### src/rtl/uart_bram_loader.sv
// uart_bram_loader: receives a program image over an 8N1 UART and writes it
// as 16-bit words into BRAM port A, holding the CPU while a packet is in flight.
// Packet: 0xA5, LEN_HI, LEN_LO, LEN x {DATA_HI, DATA_LO}, CHK (XOR of LEN/DATA bytes).
// Ports:
//   clk, rst        system clock, asynchronous active-high reset
//   uart_rx         serial input (idle high, LSB first), asynchronous to clk
//   bram_wea        one-cycle write strobe to BRAM port A
//   bram_addra      16-bit write address
//   bram_dina       16-bit write data
//   cpu_hold        high while a packet is being received
//   load_done       level, packet loaded and checksum matched
//   load_err        level, framing / checksum / timeout error
module uart_bram_loader #(
  parameter int unsigned CLK_FREQ     = 50_000_000,
  parameter int unsigned BAUD         = 115_200,
  parameter logic [15:0] BASE_ADDR    = 16'h0000,
  parameter int unsigned TIMEOUT_BITS = 64
) (
  input  logic        clk,
  input  logic        rst,
  input  logic        uart_rx,
  output logic        bram_wea,
  output logic [15:0] bram_addra,
  output logic [15:0] bram_dina,
  output logic        cpu_hold,
  output logic        load_done,
  output logic        load_err
);

  localparam int unsigned CLKS_PER_BIT = CLK_FREQ / BAUD;
  localparam int unsigned HALF_BIT     = CLKS_PER_BIT / 2;
  localparam int unsigned TIMEOUT_CYC  = TIMEOUT_BITS * CLKS_PER_BIT;
  localparam int unsigned CNT_W        = $clog2(CLKS_PER_BIT + 1);
  localparam int unsigned TO_W         = $clog2(TIMEOUT_CYC + 1);
  localparam logic [7:0]  SYNC_BYTE    = 8'hA5;

  typedef enum logic [1:0] {RX_IDLE, RX_START, RX_DATA, RX_STOP} rx_state_t;
  typedef enum logic [2:0] {
    P_IDLE, P_LEN_HI, P_LEN_LO, P_DATA_HI, P_DATA_LO, P_CHECK, P_DONE, P_ERROR
  } pk_state_t;

  // ---------------- UART receiver ----------------
  logic             r_rx_meta, r_rx_sync, r_rx_prev;
  rx_state_t        r_rx_state, w_rx_state;
  logic [CNT_W-1:0] r_rx_cnt, w_rx_cnt;
  logic [2:0]       r_rx_bits, w_rx_bits;
  logic [7:0]       r_rx_shift, w_rx_shift;
  logic             r_byte_valid, w_byte_valid;
  logic             r_frame_err, w_frame_err;

  // Receiver state and datapath registers; synchronizer resets to line idle.
  always_ff @(posedge clk or posedge rst) begin
    if (rst) begin
      r_rx_meta    <= 1'b1;
      r_rx_sync    <= 1'b1;
      r_rx_prev    <= 1'b1;
      r_rx_state   <= RX_IDLE;
      r_rx_cnt     <= '0;
      r_rx_bits    <= '0;
      r_rx_shift   <= '0;
      r_byte_valid <= 1'b0;
      r_frame_err  <= 1'b0;
    end else begin
      r_rx_meta    <= uart_rx;
      r_rx_sync    <= r_rx_meta;
      r_rx_prev    <= r_rx_sync;
      r_rx_state   <= w_rx_state;
      r_rx_cnt     <= w_rx_cnt;
      r_rx_bits    <= w_rx_bits;
      r_rx_shift   <= w_rx_shift;
      r_byte_valid <= w_byte_valid;
      r_frame_err  <= w_frame_err;
    end
  end

  // Receiver next state: start bit confirmed at half-bit, data/stop at bit centres.
  always_comb begin
    w_rx_state   = r_rx_state;
    w_rx_cnt     = r_rx_cnt + CNT_W'(1);
    w_rx_bits    = r_rx_bits;
    w_rx_shift   = r_rx_shift;
    w_byte_valid = 1'b0;
    w_frame_err  = 1'b0;
    case (r_rx_state)
      RX_IDLE: begin
        w_rx_cnt = '0;
        // require a real high->low edge so a held-low line never restarts
        if (r_rx_prev && !r_rx_sync) w_rx_state = RX_START;
      end
      RX_START: begin
        if (r_rx_cnt == CNT_W'(HALF_BIT - 1)) begin
          w_rx_cnt   = '0;
          w_rx_bits  = '0;
          w_rx_state = r_rx_sync ? RX_IDLE : RX_DATA;
        end
      end
      RX_DATA: begin
        if (r_rx_cnt == CNT_W'(CLKS_PER_BIT - 1)) begin
          w_rx_cnt   = '0;
          w_rx_shift = {r_rx_sync, r_rx_shift[7:1]};
          w_rx_bits  = r_rx_bits + 3'd1;
          if (r_rx_bits == 3'd7) w_rx_state = RX_STOP;
        end
      end
      RX_STOP: begin
        if (r_rx_cnt == CNT_W'(CLKS_PER_BIT - 1)) begin
          w_rx_cnt     = '0;
          w_byte_valid = r_rx_sync;
          w_frame_err  = !r_rx_sync;
          w_rx_state   = RX_IDLE;
        end
      end
      default: w_rx_state = RX_IDLE;
    endcase
  end

  // ---------------- packet loader ----------------
  pk_state_t       r_state, w_state;
  logic [15:0]     r_len, w_len;
  logic [7:0]      r_hi, w_hi;
  logic [7:0]      r_chk, w_chk;
  logic [15:0]     r_addr, w_addr;
  logic            r_wea, w_wea;
  logic [15:0]     r_dina, w_dina;
  logic            r_hold, w_hold;
  logic            r_done, w_done;
  logic            r_err, w_err;
  logic [TO_W-1:0] r_to_cnt;
  logic            w_active, w_timeout;

  assign w_active  = (r_state != P_IDLE) && (r_state != P_DONE) && (r_state != P_ERROR);
  assign w_timeout = w_active && (r_to_cnt == TO_W'(TIMEOUT_CYC - 1));

  // Inter-byte idle timer: runs only while a packet is open and the line is idle.
  always_ff @(posedge clk or posedge rst) begin
    if (rst)                                    r_to_cnt <= '0;
    else if (!w_active || r_rx_state != RX_IDLE) r_to_cnt <= '0;
    else if (!w_timeout)                        r_to_cnt <= r_to_cnt + TO_W'(1);
  end

  // Loader state and registered outputs.
  always_ff @(posedge clk or posedge rst) begin
    if (rst) begin
      r_state <= P_IDLE;
      r_len   <= '0;
      r_hi    <= '0;
      r_chk   <= '0;
      r_addr  <= BASE_ADDR;
      r_wea   <= 1'b0;
      r_dina  <= '0;
      r_hold  <= 1'b0;
      r_done  <= 1'b0;
      r_err   <= 1'b0;
    end else begin
      r_state <= w_state;
      r_len   <= w_len;
      r_hi    <= w_hi;
      r_chk   <= w_chk;
      r_addr  <= w_addr;
      r_wea   <= w_wea;
      r_dina  <= w_dina;
      r_hold  <= w_hold;
      r_done  <= w_done;
      r_err   <= w_err;
    end
  end

  // Loader next state; address advances the cycle after each write strobe.
  always_comb begin
    w_state = r_state;
    w_len   = r_len;
    w_hi    = r_hi;
    w_chk   = r_chk;
    w_addr  = r_wea ? r_addr + 16'd1 : r_addr;
    w_wea   = 1'b0;
    w_dina  = r_dina;
    w_hold  = r_hold;
    w_done  = r_done;
    w_err   = r_err;
    case (r_state)
      P_IDLE, P_DONE, P_ERROR: begin
        if (r_byte_valid && r_rx_shift == SYNC_BYTE) begin
          w_state = P_LEN_HI;
          w_hold  = 1'b1;
          w_done  = 1'b0;
          w_err   = 1'b0;
          w_addr  = BASE_ADDR;
          w_chk   = '0;
        end
      end
      P_LEN_HI: begin
        if (r_byte_valid) begin
          w_len[15:8] = r_rx_shift;
          w_chk       = r_chk ^ r_rx_shift;
          w_state     = P_LEN_LO;
        end
      end
      P_LEN_LO: begin
        if (r_byte_valid) begin
          w_len[7:0] = r_rx_shift;
          w_chk      = r_chk ^ r_rx_shift;
          w_state    = ({r_len[15:8], r_rx_shift} == 16'd0) ? P_CHECK : P_DATA_HI;
        end
      end
      P_DATA_HI: begin
        if (r_byte_valid) begin
          w_hi    = r_rx_shift;
          w_chk   = r_chk ^ r_rx_shift;
          w_state = P_DATA_LO;
        end
      end
      P_DATA_LO: begin
        if (r_byte_valid) begin
          w_wea   = 1'b1;
          w_dina  = {r_hi, r_rx_shift};
          w_chk   = r_chk ^ r_rx_shift;
          w_len   = r_len - 16'd1;
          w_state = (r_len == 16'd1) ? P_CHECK : P_DATA_HI;
        end
      end
      P_CHECK: begin
        if (r_byte_valid) begin
          w_hold = 1'b0;
          if (r_rx_shift == r_chk) begin
            w_state = P_DONE;
            w_done  = 1'b1;
          end else begin
            w_state = P_ERROR;
            w_err   = 1'b1;
          end
        end
      end
      default: w_state = P_IDLE;
    endcase
    // framing error or inter-byte timeout aborts an open packet
    if (w_active && (r_frame_err || w_timeout)) begin
      w_state = P_ERROR;
      w_err   = 1'b1;
      w_done  = 1'b0;
      w_hold  = 1'b0;
      w_wea   = 1'b0;
    end
  end

  assign bram_wea   = r_wea;
  assign bram_addra = r_addr;
  assign bram_dina  = r_dina;
  assign cpu_hold   = r_hold;
  assign load_done  = r_done;
  assign load_err   = r_err;

endmodule

### config.mk
export PLATFORM = sky130hd
export DESIGN_NAME = uart_bram_loader
export DESIGN_NICKNAME = d
export VERILOG_FILES = /design/src/rtl/uart_bram_loader.sv
export SDC_FILE = /design/constraint.sdc
export NUM_CORES = 1
export LEC_CHECK = 0
export ABC_AREA = 1
export CORE_MARGIN = 4
export CORE_UTILIZATION = 57
export DETAILED_ROUTE_END_ITERATION = 16
export HOLD_SLACK_MARGIN = 0.02
export PLACE_DENSITY = 0.87
export RECOVER_POWER = 50
export SETUP_SLACK_MARGIN = 0.05
export SLEW_MARGIN = 20
export SYNTH_ARGS = -nofsm -noshare
export SYNTH_HDL_FRONTEND = slang
export SYNTH_SLANG_ARGS = --single-unit
### constraint.sdc
create_clock -name clk -period 9.2 [get_ports clk]
set_input_delay 0.92 -clock clk [delete_from_list [all_inputs] [get_ports clk]]
set_output_delay 0.92 -clock clk [all_outputs]
set_load 0.05 [all_outputs]
## Word-level counts from Yosys, hierarchy flattened

Cells that the tools add are included.

- Bits in latches: 0
- Flip-flop bits (word level): 113
- Input bits: 3
- Bits in writable memories: 0
- Memories kept: 0
- Output and inout bits: 36
- ROM bits: 0
- Word-level logic and storage cells: 156

- Muxes and demuxes: 56
- Reduce and logical (&&, ||, !) cells: 35
- Add/sub/neg operators: 5
- Eq/ne operators: 38
- Order comparisons: 0
- Bitwise gates (word level): 1
- Divide/modulo/power cells: 0
- Shifts and indexed selects: 0
- Multipliers: 0

Operators by type and width:

| kind | count |
|---|---|
| 2-to-1 mux 16 bit | 4 |
| one-hot mux 8 bit (2 select lines) | 3 |
| 2-to-1 mux 3 bit | 11 |
| 2-to-1 mux 15 bit | 2 |
| != test 3 bit, second input constant | 10 |
| one-hot mux 9 bit (3 select lines) | 1 |
| 2-to-1 mux 8 bit | 3 |
| 2-to-1 mux 1 bit | 18 |
| 2-to-1 mux 9 bit | 2 |
| != test 2 bit, second input constant | 9 |
| one-hot mux 3 bit (6 select lines) | 1 |
| adder 16 x 1 -> 16 bit, second input constant | 1 |
| equality test 16 x 1 -> 1 bit, second input constant | 1 |
| zero test 16 bit | 1 |
| subtractor 16 x 1 -> 16 bit, second input constant | 1 |
| adder 15 x 1 -> 15 bit, second input constant | 1 |
| equality test 15 bit, second input constant | 1 |
| equality test 3 bit, second input constant | 5 |
| AND reduction 3 bit | 5 |
| 2-to-1 mux 2 bit | 6 |
| nonzero test 2 bit | 5 |
| adder 9 x 1 -> 9 bit, second input constant | 1 |
| equality test 9 x 8 -> 1 bit, second input constant | 1 |
| equality test 9 bit, second input constant | 1 |
| 25 further kinds | 41 |

## Logic depth before layout (Yosys ltp)

- Depth after elaboration: 8
- Mapped depth: 12
- Depth with buffers taken out: 12

## Least setup slack after synthesis

No wires, ideal clock.

- Kind: register to register
- Start: register r_addr[0] (netlist: bram_addra[0])
- End: register r_addr[14] (netlist: bram_addra[14])
- Required time: 9.081 ns
- Arrival: 1.817 ns
- Stages on the path, launching flop included: 10
- Period minus slack after synthesis: 1.936 ns
- Slack: 7.264 ns
- Setup time: 0.119 ns
- Buffers on the path: 0
- Path through: dfrtp_1 ha_1 nand3_1 nor2_1 nand2_1 nor2_1 nand2_1 nor2_1 a21oi_1 o21a_1

- Word-level cells in the longest chain between the ends: 4

Ends and longest elaborated chain:

| item | line | source |
|---|---|---|
| start: declaration | 122 | `logic [15:0] r_addr, w_addr;` |
| start signal: assignment | 159 | `r_addr <= w_addr;` |
| adder 16 x 1 -> 16 bit * | 174 | `w_addr = r_wea ? r_addr + 16'd1 : r_addr;` |
| 2-to-1 mux 16 bit * | 174 |  |
| 2-to-1 mux 16 bit | 182 | `if (r_byte_valid && r_rx_shift == SYNC_BYTE) begin` |
| 2-to-1 mux 16 bit * | 180 | `case (r_state)` |
| net w_addr[14] | 122 |  |

Mark *: on every way through the listed nets, which the timed path passes. The rest lies on a longest branch.
A chain may end at the register's enable or synchronous reset.

## Worst setup path after layout

- Start: register r_state[0]
- End: register r_dina[10] (netlist: bram_dina[10])

- Word-level cells in the longest chain between the ends: 2

Ends and longest elaborated chain:

| item | line | source |
|---|---|---|
| start: declaration | 118 | `pk_state_t r_state, w_state;` |
| start signal: assignment | 155 | `r_state <= w_state;` |
| equality test 3 bit | 180 |  |
| AND reduction 2 bit (no source line) | -- |  |
| end signal: assignment | 161 | `r_dina <= w_dina;` |
| end: declaration | 124 | `logic [15:0] r_dina, w_dina;` |

Every way passes these cells.

==> flow_metrics.py <==
metrics = {
    "run_status": {
        "status": "finished with violations",
        "violated_checks": "capacitance limit, slew limit",
    },
    "logic_synthesis": {
        "synth_ff_type": "dfrtp_1",
        "synth_sequential_area_ratio_pct": 47.7,
        "async_reset_ff_share_pct": 100,
        "netlist-cell-type-count": 50,
        "syn-mean-instance-area_um2": 8.01,
        "syn_area_mm2": 0.00594,
        "netlist.top_cell.by_area": "dfrtp_1",
        "synth_commonest_cells": "nand2_1, dfrtp_1, inv_1",
        "synth_nets": 754,
        "synth.ff_latch_count": 113,
        "synth_largest_type_area_fraction_pct": 46.3,
        "synth.most_common_cell": "nand2_1",
        "syn_inst": 742,
        "number_of_synthesis_warnings": 0,
        "synth-edff-count": 0,
        "synth.top_cells.by_area": "dfrtp_1, nand2_1, inv_1, nor2_1, o21ai_0",
    },
    "cells_and_area": {
        "stdcell_area_mm2": 0.00695,
        "final_layout_size_suffix_gt1_share_pct": 8.09,
        "final_core_utilization_pct": 67.9,
        "num_antenna_cells": 0,
        "area.growth.synth_to_final_pct": 16.9,
        "design.final.nets": 802,
    },
    "floorplanning": {
        "boundaryPins": 39,
        "design.core.area_mm2": 0.0102,
        "starting_utilization_of_the_core_area_pct": 58.1,
        "die-width_um": 110,
        "std_cell_rows": 37,
        "die-area_mm2": 0.0121,
        "floorplan.die.height_um": 110,
    },
    "route": {
        "drtIter0Drc": 402,
        "vias": 5174,
        "detailed_route_drc_error_count": 0,
        "detail_route.wl_per_cell_um": 14.6,
        "drt-pass1-iter-count": 5,
        "antenna_violating_nets_post_route": 0,
        "detail_route.vias_per_cell": 5.51,
        "finalWirelength_um": 13700,
    },
    "power_and_ir_drop": {
        "power_leakage_nw": 3.33,
        "p_per_area_mw_per_mm2": 181,
        "power_frac_clock_pct": 52.1,
        "internal_power_mw": 0.949,
        "total_power_draw_mw": 1.26,
        "worst_ir_drop_vdd_uv": 129,
        "sw_frac_of_total_pct": 24.6,
        "total_switching_power_mw": 0.310,
        "power.sequential.fraction_pct": 41.5,
        "comb_power_share_pct": 6.3,
    },
    "timing": {
        "max_slew_margin_pct": -37.6,
        "setup_viol": 0,
        "timing.fmax_mhz": 316,
        "setup_tns_ns": 0,
        "finalHoldViolations": 0,
        "part_of_the_cycle_the_worst_path_needs_pct": 34.4,
        "max_slew.worst_pin.slew_ns": 2.05,
        "slew_viol_final": 48,
        "post-route-min-period_ns": 3.16,
        "grt_setup_unrepaired": "false",
        "timing.clock.skew_ns": 0.00959,
    },
    "worst_setup_path": {
        "cp.arrival_ns": 3.56,
        "crit_path_start_kind": "register",
        "maximum_fanout_along_the_worst_path": 25,
        "worst-endpoint-required_ns": 9.60,
        "crit_type": "register to register",
        "critPathCaptureType": "register",
    },
    "clock_network": {
        "cts_hold_buf": 0,
        "cts-htree-levels": 4,
        "cts.sink_count": 113,
        "clock_tree.buffer_depth": 2,
        "cts.repair.resized": 0,
        "tritoncts": "yes",
        "clk_latency_ns": 0.52,
        "post_cts.repair.setup_buffers": 0,
        "number_of_buffers_created_by_cts": 17,
        "cts.clk_slew.worst_paths_ns": 0.06,
        "cts-root-buf": "clkbuf_8",
    },
    "global_routing": {
        "grt_overflow_total": 0,
        "grt.total_usage_pct": 24.2,
        "initial_antenna_violation_count": 0,
        "grt_start_max_net_pins": 68,
        "number_of_global_route_vias_before_repair": 4953,
        "wire_length_of_the_first_global_routing_pass_um": 22800,
    },
    "flow_run": {
        "drv_cap": 1,
    },
    "placed_design": {
        "placed_area_mm2": 0.00644,
        "port_buffers": 38,
        "gp_congestion": 0.944,
        "detailedPlacementHpwl_um": 9110,
    },
    "min_path": {
        "hold_path_class": "register to register",
    },
}
==> power groups by stage <==
stage	clock, mW	sequential [mW]	combinational [mW]
5_1_grt	0.690	0.525	0.0924
2_1_floorplan	0	0.528	0.0600
4_1_cts	0.666	0.523	0.0807
3_3_place_gp	0	0.530	0.0738
6_report	0.656	0.523	0.0797
3_5_place_dp	0	0.531	0.0759
==> metal layers <==
metal | GRT usage (%) | part of all wire (%) | vias to the layer above
met3 | 5.18 | 5.3 | 31
met4 | 9.94 | 2.1 | 0
met1 | 28.5 | 41 | 2456
li1 | - | - | 2495
met5 | 0 | 0 | -
met2 | 42.7 | 51 | 192
==> cells by family after synthesis <==
group,Yosys count,synth area share (%)
AND/OR/NAND/NOR,373,27.9
flip-flops,113,47.7
buffers and inverters,111,7.37
AO/OA/AOI/OAI,110,11.0
XOR/XNOR,16,2.36
multiplexers,10,1.87
adder cells (fa/ha/maj),9,1.90
==> flip-flops by register name, summed over array words and instances, names as in the netlist, 3 cells and up, named ones only <==
signal      cells
r_to_cnt       15
r_hi            8
r_chk           8
bram_dina      16
r_rx_cnt        9
r_rx_shift      8
r_state         3
bram_addra     16
r_rx_bits       3
r_len          16
==> final timing paths <==
kind / start / end / slack [ns] / cells past startpoint
min in group asynchronous: rst / bram_addra[3] / 1.40 / 2
worst max-delay path: r_state[0] / bram_dina[10] / 6.04 / 5
max in group asynchronous: rst / r_rx_bits[1] / 6.21 / 3
worst min-delay path: r_rx_meta / r_rx_sync / 0.36 / 0
worst min register to register: r_rx_meta / r_rx_sync / 0.36 / 0
worst max register to register: r_state[0] / bram_dina[10] / 6.04 / 5
==> cells in the final DEF, fill, tap and decap left out, drive strengths merged, types with 2 or more instances in the layout <==
master / instances
inv: 103
a21oi: 23
o21a: 2
nor3b: 3
o21bai: 2
ha: 9
clkinvlp: 4
nor3: 17
nand2: 196
dfrtp: 110
clkinv: 6
xor2: 10
clkbuf: 17
mux2: 9
xnor2: 6
a31oi: 4
nor2: 95
nor4: 3
dfstp: 3
bufinv: 3
nand3b: 2
o21ai: 70
o22ai: 2
nand3: 40
clkdlybuf4s50: 36
dlygate4sd3: 2
nand4: 15
==> stage by stage <==
step	std cells	hold slack (ns)	setup slack, ns
floorplan	742	0.345	5.30
global placement	907	0.349	6.53
detailed placement	907	0.347	6.51
CTS	939	0.356	6.45
global route	939	0.368	5.77
finish	939	0.361	6.04
==> layout make-up <==
class,instances,area (um2)
multi-input cells,518,2580
well taps,136,170
flip-flops and latches,113,2830
inverters,101,380
fillers,776,3280
clock buffers,17,414
repair buffers,39,388
clock inverters,15,184
==> critical path: stages (launching register included) <==
cell	delay [ns]
dfrtp_1	0.42
inv_1	0.18
nand3_1	0.52
inv_1	0.65
nand2_1	0.71
mux2_1	0.55
(Power assumes the default switching activity.)
